File: src/rtl/irrigacao_pkg.sv
// rtl/irrigacao_pkg.sv - humidity code and debounce state types shared with the display decoder
package irrigacao_pkg;

  typedef enum logic [1:0] {
    UMID_OK     = 2'b00,
    AREA0_SECA  = 2'b01,
    AREA1_SECA  = 2'b10,
    AMBAS_SECAS = 2'b11
  } umidade_t;

  typedef enum logic {
    STABLE  = 1'b0,
    PENDING = 1'b1
  } deb_state_t;

endpackage

File: src/rtl/debounce_bit.sv
// rtl/debounce_bit.sv - one area: 2-flop synchronizer, debounce FSM/counter and the debounced bit
module debounce_bit
  import irrigacao_pkg::*;
#(
  parameter int DEBOUNCE = 4
) (
  input  logic clk,
  input  logic rst_n,
  input  logic enable_i,
  input  logic tick_i,
  input  logic raw_i,
  output logic u_o,
  output logic u_next_o
);

  localparam int CW = $clog2(DEBOUNCE + 1);

  logic          sync1_q;
  logic          s_q;
  deb_state_t    state_q, state_d;
  logic [CW-1:0] cnt_q, cnt_d;
  logic          u_q, u_d;
  logic          last_sample;

  always_ff @(posedge clk or negedge rst_n) begin
    if (!rst_n) begin
      sync1_q <= 1'b0;
      s_q     <= 1'b0;
      state_q <= STABLE;
      cnt_q   <= '0;
      u_q     <= 1'b0;
    end else begin
      sync1_q <= raw_i;
      s_q     <= sync1_q;
      state_q <= state_d;
      cnt_q   <= cnt_d;
      u_q     <= u_d;
    end
  end

  // This disagreeing sample would bring the run length up to DEBOUNCE.
  assign last_sample = (int'(cnt_q) + 1) >= DEBOUNCE;

  always_comb begin
    state_d = state_q;
    cnt_d   = cnt_q;
    u_d     = u_q;
    if (!enable_i) begin
      state_d = STABLE;
      cnt_d   = '0;
    end else if (tick_i) begin
      case (state_q)
        STABLE: begin
          cnt_d = '0;
          if (s_q != u_q) begin
            if (DEBOUNCE == 1) begin
              u_d = ~u_q;
            end else begin
              state_d = PENDING;
              cnt_d   = CW'(1);
            end
          end
        end
        PENDING: begin
          if (s_q == u_q) begin
            state_d = STABLE;
            cnt_d   = '0;
          end else if (last_sample) begin
            u_d     = ~u_q;
            state_d = STABLE;
            cnt_d   = '0;
          end else begin
            cnt_d = cnt_q + CW'(1);
          end
        end
        default: begin
          state_d = STABLE;
          cnt_d   = '0;
        end
      endcase
    end
  end

  assign u_o      = u_q;
  assign u_next_o = u_d;

endmodule

File: src/rtl/umidade_sensor_debounce.sv
// rtl/umidade_sensor_debounce.sv - sample prescaler, two debounced areas and the U change strobe
module umidade_sensor_debounce
  import irrigacao_pkg::*;
#(
  parameter int CLK_DIV  = 1000,
  parameter int DEBOUNCE = 4
) (
  input  logic       clk,
  input  logic       rst_n,
  input  logic       enable,
  input  logic [1:0] raw_dry,
  output umidade_t   U,
  output logic       u_change,
  output logic       tick
);

  localparam int PW = $clog2(CLK_DIV);

  logic [PW-1:0] presc_q, presc_d;
  logic          tick_q, tick_d;
  logic          u_change_q, u_change_d;
  logic [1:0]    u_bits;
  logic [1:0]    u_next;
  logic          wrap;

  assign wrap = (presc_q == PW'(CLK_DIV - 1));

  always_ff @(posedge clk or negedge rst_n) begin
    if (!rst_n) begin
      presc_q    <= '0;
      tick_q     <= 1'b0;
      u_change_q <= 1'b0;
    end else begin
      presc_q    <= presc_d;
      tick_q     <= tick_d;
      u_change_q <= u_change_d;
    end
  end

  always_comb begin
    presc_d = '0;
    tick_d  = 1'b0;
    if (enable) begin
      tick_d  = wrap;
      presc_d = wrap ? '0 : presc_q + PW'(1);
    end
  end

  for (genvar i = 0; i < 2; i++) begin : g_area
    debounce_bit #(
      .DEBOUNCE(DEBOUNCE)
    ) u_debounce_bit (
      .clk     (clk),
      .rst_n   (rst_n),
      .enable_i(enable),
      .tick_i  (tick_q),
      .raw_i   (raw_dry[i]),
      .u_o     (u_bits[i]),
      .u_next_o(u_next[i])
    );
  end

  // Compare whole vectors so a simultaneous two-area flip gives one strobe.
  assign u_change_d = (u_next != u_bits);

  assign U        = umidade_t'(u_bits);
  assign u_change = u_change_q;
  assign tick     = tick_q;

endmodule

File: config.mk
export PLATFORM = sky130hd
export DESIGN_NAME = umidade_sensor_debounce
export DESIGN_NICKNAME = d
export VERILOG_FILES = /design/src/rtl/irrigacao_pkg.sv /design/src/rtl/debounce_bit.sv /design/src/rtl/umidade_sensor_debounce.sv
export SDC_FILE = /design/constraint.sdc
export NUM_CORES = 1
export LEC_CHECK = 0
export ABC_AREA = 1
export CORE_MARGIN = 3
export CORE_UTILIZATION = 47
export DETAILED_ROUTE_END_ITERATION = 16
export PLACE_DENSITY = 0.66
export SYNTH_ARGS = -nofsm -noshare
export SYNTH_HDL_FRONTEND = slang
export SYNTH_SLANG_ARGS = --single-unit
File: constraint.sdc
create_clock -name clk -period 3.4 [get_ports clk]
set_input_delay 0.51 -clock clk [delete_from_list [all_inputs] [get_ports clk]]
set_output_delay 0.51 -clock clk [all_outputs]
set_load 0.02 [all_outputs]
==> impl_metrics.ini, run 1 <==
[power]
ir_drop_mv = 0.200
p_leak_uw = 0.000692
power_density_nw_per_um2 = 334

[setup_path]
arrival_ps = 1420
critical_path_class = reg2out
cp_cell_sequence = clkdlybuf4s50_1
path_buf_inv = 1
cp_slowest_stage_delay_ps = 640
crit_family = buffers and inverters
end_kind = output port
startpoint_type = register
crit_path_top_delay_cell = clkdlybuf4s50_1
path_max_fanout = 3
required_ps = 2890

[clock_tree]
cts_tree = done
clkTransAtPathRegs_ps = 130
cts.sinks = 26
ctsHoldBuffers = 0
cts-htree-levels = 1
cts_buffers = 3
clock_latency_ps = 300
cts-root-buf = clkbuf_4
cts_setup_buffers = 0
cts_buffer_depth = 2
cts_resized = 0

[min_path]
hold_path_class = reg2reg

[floorplanning]
core_region_area_um2 = 2520
dieArea_um2 = 3360
start_util_pct = 50.4
fp.dieW_um = 58.0
pin_count = 9
rows = 18
die_h_um = 58.0

[synthesis]
synthesis.nets = 160
yosys_warnings = 0
synth.avg_cell_area_um2 = 8.36
ys_seq_area_share_pct = 51.2
synth.distinct_cells = 22
netlist_area_um2 = 1270
synthCells = 152
ys_seq_elements = 26

[cells_and_area]
nFillCells = 237
fin_util_pct = 55.7
seq_area_um2 = 651
area_delta_synth_final_pct = 10.4
antenna-diode-count = 0
multi_input_area_um2 = 519
final_nets = 172
drive_above_1_share_pct = 7.41

[timing]
timing.final.crit_share_pct = 56.8
setup_viol = 0
rsz0062_at_grt = false
tightest_slew_ps = 395
finalMaxSlewViolations = 0
skew_ps = 4.15
finalCriticalPeriod_ps = 1930
finalHoldViolCount = 0
finalSetupTns_ps = 0
max_freq_mhz = 518
slew-limit-headroom_pct = 73.5

[global_routing]
grt_max_degree = 27
grt_antenna_before_repair = 0
grt_pass1_vias = 901
grt_overflow = 0
grt_usage_pct = 14.2
grt_pass1_wl_um = 3720

[drt]
via_per_inst = 4.94
vias = 948
wirelength_um = 2070
postRouteAntennaNets = 0
first_iter_violations = 38
first_pass_iters = 4
drc_errors = 0
avgRoutedWirePerCell_um = 10.8

[outcome]
status = finished clean

[placement]
portBuffers = 8
hpwl_um = 1570
gp_congestion = 0.913

[job]
maxCapViolations = 0
==> layer usage <==
metal | track usage (%) | vias to the layer above | share of wire, %
met1 | 20.4 | 432 | 53
met3 | 2.00 | 2 | 3.7
met2 | 22.1 | 19 | 42
met4 | 4.97 | 0 | 0.72
li1 | - | 495 | -
met5 | 0 | - | 0
==> state kept, by name, summed over array words and instances, names as in the netlist <==
name                           cells
g_area.u_debounce_bit.state_q      2
g_area.u_debounce_bit.s_q          2
g_area.u_debounce_bit.cnt_q        6
tick                               1
g_area.u_debounce_bit.sync1_q      2
presc_q                           10
u_change                           1
g_area.u_debounce_bit.u_o          2
==> path summary, 6_finish.rpt <==
path	from	endpoint	slack (ps)	depth (start not counted)
max in group asynchronous	rst_n	g_area[1].u_debounce_bit.u_o	2610	2
hold / removal	g_area[0].u_debounce_bit.sync1_q	g_area[0].u_debounce_bit.s_q	360	0
setup reg to reg	presc_q[0]	presc_q[5]	2040	6
hold reg to reg	g_area[0].u_debounce_bit.sync1_q	g_area[0].u_debounce_bit.s_q	360	0
min in group asynchronous	rst_n	g_area[0].u_debounce_bit.cnt_q[0]	550	2
setup / recovery	tick	tick	1470	1
==> layout by cell type (no fill, tap or decap), drive strengths merged <==
master         instances
a21oi                  4
a31oi                  1
xnor2                  2
o21ai                  9
o21bai                 1
nand4                  3
nor2                  24
xor2                   3
clkdlybuf4s50          8
buf                    1
inv                   23
nand3                 14
ha                     3
nand2                 36
nor3                   1
clkbuf                 3
dfrtp                 26
==> cells by family (layout without fill, tap and decap cells) <==
kind of cell | count (synthesis) | in the layout | synth area share (%)
AND/OR/NAND/NOR | 78 | 78 | 28.2
XOR/XNOR | 5 | 5 | 3.45
flip-flops | 26 | 26 | 51.2
adder cells (fa/ha/maj) | 3 | 3 | 2.95
buffers and inverters | 25 | 35 | 7.97
AO/OA/AOI/OAI | 15 | 15 | 6.20
==> layout make-up <==
class | instances | share of cell area (%)
flip-flops and latches | 26 | 46.3
clock buffers | 3 | 1.60
inverters | 23 | 6.15
multi-input cells | 101 | 37.0
repair buffers | 9 | 6.24
well taps | 30 | 2.67
==> cell usage after synthesis <==
cell type / count / area (µm²)
o21ai_0: 6 / 30.0
ha_1: 3 / 37.5
inv_1: 22 / 82.6
nand4_1: 3 / 18.8
xor2_1: 3 / 26.3
nor2_4: 3 / 33.8
xnor2_1: 2 / 17.5
nor2_2: 1 / 6.26
nor3_1: 1 / 5.00
buf_4: 2 / 15.0
nor2_1: 20 / 75.1
inv_2: 1 / 3.75
nand2_2: 1 / 6.26
nand2_4: 1 / 11.3
nand3_2: 1 / 10.0
a31oi_1: 1 / 6.26
a21oi_1: 4 / 20.0
nand2_1: 34 / 128
nand3_1: 13 / 65.1
o21bai_1: 1 / 7.51
o21ai_1: 3 / 15.0
dfrtp_1: 26 / 651
==> per-stage QoR <==
stage	hold WS (ps)	worst slack (ps)	power (µW)	std cells	instance area [µm²]
final	365	1470	469	192	1400
after global routing	381	1410	494	192	1400
after CTS	368	1440	477	192	1400
after detailed placement	337	1580	353	189	1380
after global placement	344	1620	352	189	1380
after floorplan	214	2230	337	152	1270
==> where the power goes <==
| part | total (µW) | switching [µW] | internal [µW] |
|---|---|---|---|
| sequential | 319 | 3.92 | 315 |
| clock | 123 | 81.6 | 41.3 |
| combinational | 27.6 | 16.9 | 10.7 |
| total | 469 | 102 | 367 |
No activity file was read; power rests on OpenSTA's default activity.
==> inputs of run 2 (changes only) <==
==> constraint.sdc (replaced) <==
create_clock -name clk -period 1.8 [get_ports clk]
set_input_delay 0.27 -clock clk [delete_from_list [all_inputs] [get_ports clk]]
set_output_delay 0.27 -clock clk [all_outputs]
set_load 0.02 [all_outputs]
==> impl_metrics.ini, run 2 (synthesis gave the netlist of run 1 again) <==
[outcome]
status = finished clean

[setup_path]
cp_cell_sequence = clkdlybuf4s50_1
critical_path_class = reg2out
crit_path_top_delay_cell = clkdlybuf4s50_1
required_ps = 1530
startpoint_type = register
path_buf_inv = 1
path_max_fanout = 3
crit_family = buffers and inverters
end_kind = output port
cp_slowest_stage_delay_ps = 640
arrival_ps = 1440

[floorplanning]
start_util_pct = 50.4
die_h_um = 58.0
core_region_area_um2 = 2520
dieArea_um2 = 3360
pin_count = 9
rows = 18
fp.dieW_um = 58.0

[placement]
portBuffers = 8
hpwl_um = 1620
gp_congestion = 0.865

[drt]
wirelength_um = 2120
via_per_inst = 4.81
first_pass_iters = 4
postRouteAntennaNets = 0
drc_errors = 0
avgRoutedWirePerCell_um = 11.1
first_iter_violations = 32
vias = 924

[cells_and_area]
largest_reg_flops = 10
drive_above_1_share_pct = 7.41
top_register = presc_q
final_common_cell = nand2_1
reg_top3 = presc_q x10, g_area.u_debounce_bit.cnt_q x6
nFillCells = 249
mostFrequentLayoutCells = nand2_1 (34), dfrtp_1 (26), inv_1 (22)
multi_input_area_um2 = 519
final_nets = 172
seq_area_um2 = 651
antenna-diode-count = 0
area_delta_synth_final_pct = 10.4

[power]
p_total_uw = 886
power_density_nw_per_um2 = 631
ir_drop_mv = 0.508
p_leak_uw = 0.000692

[clock_tree]
cts_resized = 0
cts-root-buf = clkbuf_4
cts_buffers = 3
ctsHoldBuffers = 0
clock_latency_ps = 310
cts_setup_buffers = 0
cts_buffer_depth = 2
cts_tree = done
cts-htree-levels = 1
cts.sinks = 26
clkTransAtPathRegs_ps = 130

[global_routing]
grt_pass1_wl_um = 3820
grt_max_degree = 27
grt_antenna_before_repair = 0
grt_pass1_vias = 868
grt_usage_pct = 14.9
grt_overflow = 0

[timing]
max_freq_mhz = 586
rsz0062_at_grt = false
finalSetupTns_ps = 0
finalHoldViolCount = 0
setup_viol = 0
tightest_slew_ps = 413
slew-limit-headroom_pct = 72.3
hold_ws_ps = 298
timing.final.crit_share_pct = 94.8
finalCriticalPeriod_ps = 1710
finalMaxSlewViolations = 0
skew_ps = 4.06

[min_path]
hold_path_class = in2async

[job]
maxCapViolations = 0
[run 2: cell counts in the layout (fill, tap and decap cells not counted)]
Identical to the previous run, type by type.
[run 2: final cells by class]
type	count	area share, %
flip-flops and latches	26	46.3
repair buffers	9	6.24
multi-input cells	101	37.0
well taps	30	2.67
clock buffers	3	1.60
inverters	23	6.15
[run 2: per-stage QoR]
stage	worst slack [ps]	cells	util (%)	instance area, µm²
final	94.1	192	55.7	1400
after global placement	259	189	54.8	1380
after global routing	38.0	192	55.7	1400
after floorplan	628	152	-	1270
after detailed placement	212	189	54.8	1380
after CTS	78.1	192	55.7	1400
[run 2: final timing paths]
kind / startpoint / endpoint / slack, ps / cells after the start
max in group asynchronous: rst_n / presc_q[6] / 1250 / 2
min in group clk: g_area[1].u_debounce_bit.sync1_q / g_area[1].u_debounce_bit.s_q / 380 / 0
max reg2reg: presc_q[0] / presc_q[5] / 420 / 6
max: tick / tick / 90 / 1
min: rst_n / g_area[0].u_debounce_bit.cnt_q[2] / 300 / 2
min reg2reg: g_area[1].u_debounce_bit.sync1_q / g_area[1].u_debounce_bit.s_q / 380 / 0
[run 2: per-layer routing]
metal	share of wire [%]	vias to the layer above	GRT usage, %	wire length [µm]
met3	4.7	2	5.57	100
met2	42	12	23.1	887
li1	-	497	-	-
met5	0	-	0	0
met4	0.89	0	2.98	19
met1	53	413	20.2	1120
[run 2: power by group]
part           switching, µW  leakage [µW]  internal (µW)  total (µW)
logic                   32.2      0.000332           20.2        52.4
clock network            153     0.0000138           78.2         231
registers               7.66      0.000347            594         602
==> inputs of run 3 (changes only) <==
--- a/config.mk
+++ b/config.mk
@@ -10,6 +10,7 @@
 export CORE_UTILIZATION = 47
 export DETAILED_ROUTE_END_ITERATION = 16
 export PLACE_DENSITY = 0.66
+export SLEW_MARGIN = 20
 export SYNTH_ARGS = -nofsm -noshare
 export SYNTH_HDL_FRONTEND = slang
 export SYNTH_SLANG_ARGS = --single-unit
==> results of run 3 <==
Final layout, timing and power as in run 2 (identical DEF).
